[src/rtl/alu_pkg.sv]
// Shared widths, opcodes and word type for the 6-bit ALU.
package alu_pkg;
  localparam int WIDTH   = 6;
  localparam int SHAMT_W = 3;

  localparam logic OP_XANDOR = 1'b0;
  localparam logic OP_SHR    = 1'b1;

  typedef logic [WIDTH-1:0] word_t;
endpackage

[src/rtl/alu_shifter.sv]
// Combinational right shifter with carry-out of the last bit shifted out.
// Build option ALU_ARITH_SHR_EN: arithmetic (sign-fill) shift instead of zero-fill.
module alu_shifter
  import alu_pkg::*;
(
  input  logic [WIDTH-1:0]   a,
  input  logic [SHAMT_W-1:0] shamt,
  output logic [WIDTH-1:0]   r,
  output logic               carry
);

  logic                 fill;
  logic [2*WIDTH+1:0]   ext;

`ifdef ALU_ARITH_SHR_EN
  assign fill = a[WIDTH-1];
`else
  assign fill = 1'b0;
`endif

  // A guard slot below the LSB catches the last bit shifted out; the fill
  // region is one bit wider than A so a shift of 7 still yields all-fill.
  assign ext          = {{(WIDTH+1){fill}}, a, 1'b0};
  assign {r, carry}   = (WIDTH+1)'(ext >> shamt);

endmodule

[src/rtl/alu.sv]
// 6-bit two-function ALU (XANDOR / SHR) with registered result and flags.
// Build option ALU_ARITH_SHR_EN selects arithmetic SHR inside alu_shifter.
module alu
  import alu_pkg::*;
(
  input  logic             clk,
  input  logic             rst,
  input  logic             in_valid,
  input  logic [WIDTH-1:0] A,
  input  logic [WIDTH-1:0] B,
  input  logic             OP,
  output logic             out_valid,
  output logic [WIDTH-1:0] R,
  output logic             CF,
  output logic             SF,
  output logic             ZF
);

  logic [WIDTH-1:0] shr_r;
  logic             shr_c;
  logic [WIDTH-1:0] res_r;
  logic             res_c;

  alu_shifter u_shifter (
    .a     (A),
    .shamt (B[SHAMT_W-1:0]),
    .r     (shr_r),
    .carry (shr_c)
  );

  always_comb begin
    res_r = (A ^ B) & (A | B);
    res_c = 1'b0;
    if (OP == OP_SHR) begin
      res_r = shr_r;
      res_c = shr_c;
    end
  end

  always_ff @(posedge clk or posedge rst) begin
    if (rst) begin
      out_valid <= 1'b0;
      R         <= '0;
      CF        <= 1'b0;
    end else begin
      out_valid <= in_valid;
      if (in_valid) begin
        R  <= res_r;
        CF <= res_c;
      end
    end
  end

  // Flags come straight off the registered result so they can never lag R.
  assign SF = R[WIDTH-1];
  assign ZF = (R == '0);

endmodule

[config.mk]
export PLATFORM = sky130hd
export DESIGN_NAME = alu
export DESIGN_NICKNAME = d
export VERILOG_FILES = /design/src/rtl/alu_pkg.sv /design/src/rtl/alu_shifter.sv /design/src/rtl/alu.sv
export SDC_FILE = /design/constraint.sdc
export NUM_CORES = 1
export LEC_CHECK = 0
export CAP_MARGIN = 10
export CORE_MARGIN = 4
export CORE_UTILIZATION = 44
export DETAILED_ROUTE_END_ITERATION = 10
export GPL_TIMING_DRIVEN = 0
export PLACE_DENSITY = 0.82
export SLEW_MARGIN = 20
export SYNTH_ARGS = -nofsm -noshare
export SYNTH_HDL_FRONTEND = slang
export SYNTH_SLANG_ARGS = --single-unit
[constraint.sdc]
create_clock -name clk -period 3.95 [get_ports clk]
set_input_delay 0.9875 -clock clk [delete_from_list [all_inputs] [get_ports clk]]
set_output_delay 0.9875 -clock clk [all_outputs]
set_load 0.02 [all_outputs]
==> run summary <==
Rel. slew slack: 74.7%
TritonCTS clock tree: yes
Crit path DAT: 1.91 ns
Worst path required time: 2.96 ns
Initial antenna violation count: 0
Top_reg_cell synth: dfrtp_1
Fin. Hold Viols: 0
WL per Instance: 11.9 um
Remaining DRCs: 0
Synth async-reset ratio: 100%
Layout Skew: 0 ns
Vias per cell: 5.11
Worst Path Max Fanout: 3
Layout area overhead: 42.8%
Largest net degree at the start of global routing: 11
Die X: 45.3 um
Lkg Pwr: 0.354 nW
First-pass GRT wire length: 2.20 mm
IO Pins: 26
Post-Syn Area: 611 um^2
Total grt overflow: 0
Critical path launch point type: flip-flop
H-tree levels: 1
Clk root buf: clkbuf_4
Post-CTS Repair Setup Buffers: 0
Multi-input logic area: 355 um^2
Post-synth net total: 84
Layout Nets: 111
Final std cells w/o fill: 107
Critical path endpoint category: primary output
CTS-repair resized insts: 0
MaxCap Viol Count: 0
Fraction of layout cells with a size suffix above 1: 13.0%
Filler Cells Inserted: 129
Post-synthesis sequential area ratio: 32.8%
Clk Latency, worst-skew pair: 0.25 ns
Setup TNS: 0 ns
# setup viols final: 0
Placed Cells incl. Taps: 104
# diodes: 0
Final Max Slew Viols: 0
Most frequent cells in the layout: clkdlybuf4s50_1 (22), nor2_1 (9), dfrtp_1 (8)
Tmin final: 2.90 ns
Number of enable flip-flop cells after synthesis: 0
Hold WC Path Type: flip-flop to flip-flop
GRT Util Overall: 15.2%
Port buffer count: 22
Die area: 2050 um^2
Critical path class: flip-flop to primary output
Clock Path Buffers: 2
PwrDens: 289 nW/um^2
RSZ-0062 raised after global routing: no
TritonRoute pass-1 iters: 4
GPL Wtd Cong: 0.810
Slew at the pin closest to its max-slew limit: 0.380 ns
Cells after Synth: 67
DPL Wire Length: 1.11 mm
Hold_buf cts: 0
TritonCTS Sinks: 8
Chip height: 45.3 um
Clk slew on worst S/H paths: 0.05 ns
Number of global-route vias before repair: 557
Tcrit/Tclk final: 73.4%
Standard-cell rows: 13
Library cells used by synthesis: 26
Register area: 200 um^2
Synth warn: 0
Fmax: 345 MHz
Antenna-violating nets left: 0
FF+latch count, synth: 8
Initial core utilization: 46.9%
DR iter-0 viols: 9
Total routed wirelength: 1.28 mm
Status: complete, no violations
CTS Buf Count: 3
Commonest non-fill, non-tap cell in the layout: clkdlybuf4s50_1
Overall via count from detail_route: 547
Core Area: 1300 um^2
Peak supply drop: 132 uV
Syn avg cell area: 9.11 um^2
[metal layers]
| layer | GRT usage [%] | share of wire [%] | up-vias |
|---|---|---|---|
| met5 | 0 | 0 | - |
| li1 | - | - | 287 |
| met4 | 9.36 | 2.0 | 0 |
| met2 | 26.8 | 49 | 26 |
| met1 | 16.0 | 40 | 231 |
| met3 | 3.59 | 9.3 | 3 |
[state kept, by name, indices dropped and copies added (netlist names)]
name	count
out_valid	1
R	6
CF	1
[where the power goes]
part	switching [mW]	internal, mW	leakage, nW	total (mW)
Clock	0.0248	0.0345	0.0138	0.0593
Sequential	0.00661	0.0911	0.0948	0.0977
Combinational	0.0445	0.0505	0.246	0.0950
[critical path: stages, from the launching register on]
cell	delay, ns
dfrtp_1	0.39
or4_1	0.51
nor3_1	0.13
clkdlybuf4s50_1	0.62
[cell type report]
type / count / area share (%)
plain buffers: 6 / 5.02
clock buffers: 3 / 2.58
inverters: 3 / 1.29
multi-input cells: 50 / 40.7
flip-flops and latches: 8 / 23.0
well taps: 15 / 2.15
repair buffers: 22 / 25.3
[stage by stage]
step | total power [mW] | cell area, um^2 | worst slack, ns | hold WS [ns] | utilization (%)
after floorplan | 0.151 | 611 | 1.52 | 0.624 | -
after global placement | 0.192 | 850 | 1.33 | 0.504 | 65.3
after detailed placement | 0.195 | 850 | 1.32 | 0.515 | 65.3
after CTS | 0.255 | 872 | 1.04 | 0.527 | 67.0
after global routing | 0.268 | 872 | 0.920 | 0.584 | 67.0
final | 0.252 | 872 | 1.05 | 0.523 | 67.0
[logic make-up after synthesis]
logic type               count (synthesis)  share of synthesized area, %
buffers and inverters                    9                          9.02
AO/OA/AOI/OAI                           18                          17.8
AND/OR/NAND/NOR                         19                          15.2
flip-flops                               8                          32.8
adder cells (fa/ha/maj)                  1                          2.05
XOR/XNOR                                 4                          5.74
multiplexers                             8                          17.4
[cell usage after synthesis, types with 2 or more instances]
master / number / area share [%]
nand2_1: 3 / 1.8
a21oi_1: 6 / 4.9
nor3b_1: 2 / 2.5
inv_1: 3 / 1.8
o21ai_0: 5 / 4.1
nor2_1: 9 / 5.5
mux4_2: 2 / 7.4
o21ai_1: 2 / 1.6
nor2b_1: 2 / 2.0
buf_6: 2 / 3.7
buf_2: 2 / 1.6
xnor2_1: 4 / 5.7
mux2i_1: 5 / 8.2
dfrtp_1: 8 / 33
[path summary, 6_finish.rpt]
path / cells after the start / from / endpoint / slack [ns]
max in group asynchronous: 2 / rst / R[0] / 2.75
setup reg to reg: 2 / R[1] / R[1] / 3.21
hold / removal: 2 / R[3] / R[3] / 0.52
min in group asynchronous: 2 / rst / R[3] / 0.98
hold reg to reg: 2 / R[3] / R[3] / 0.52
setup / recovery: 3 / R[2] / ZF / 1.05
Note: power is estimated with default switching activity, not from simulation.
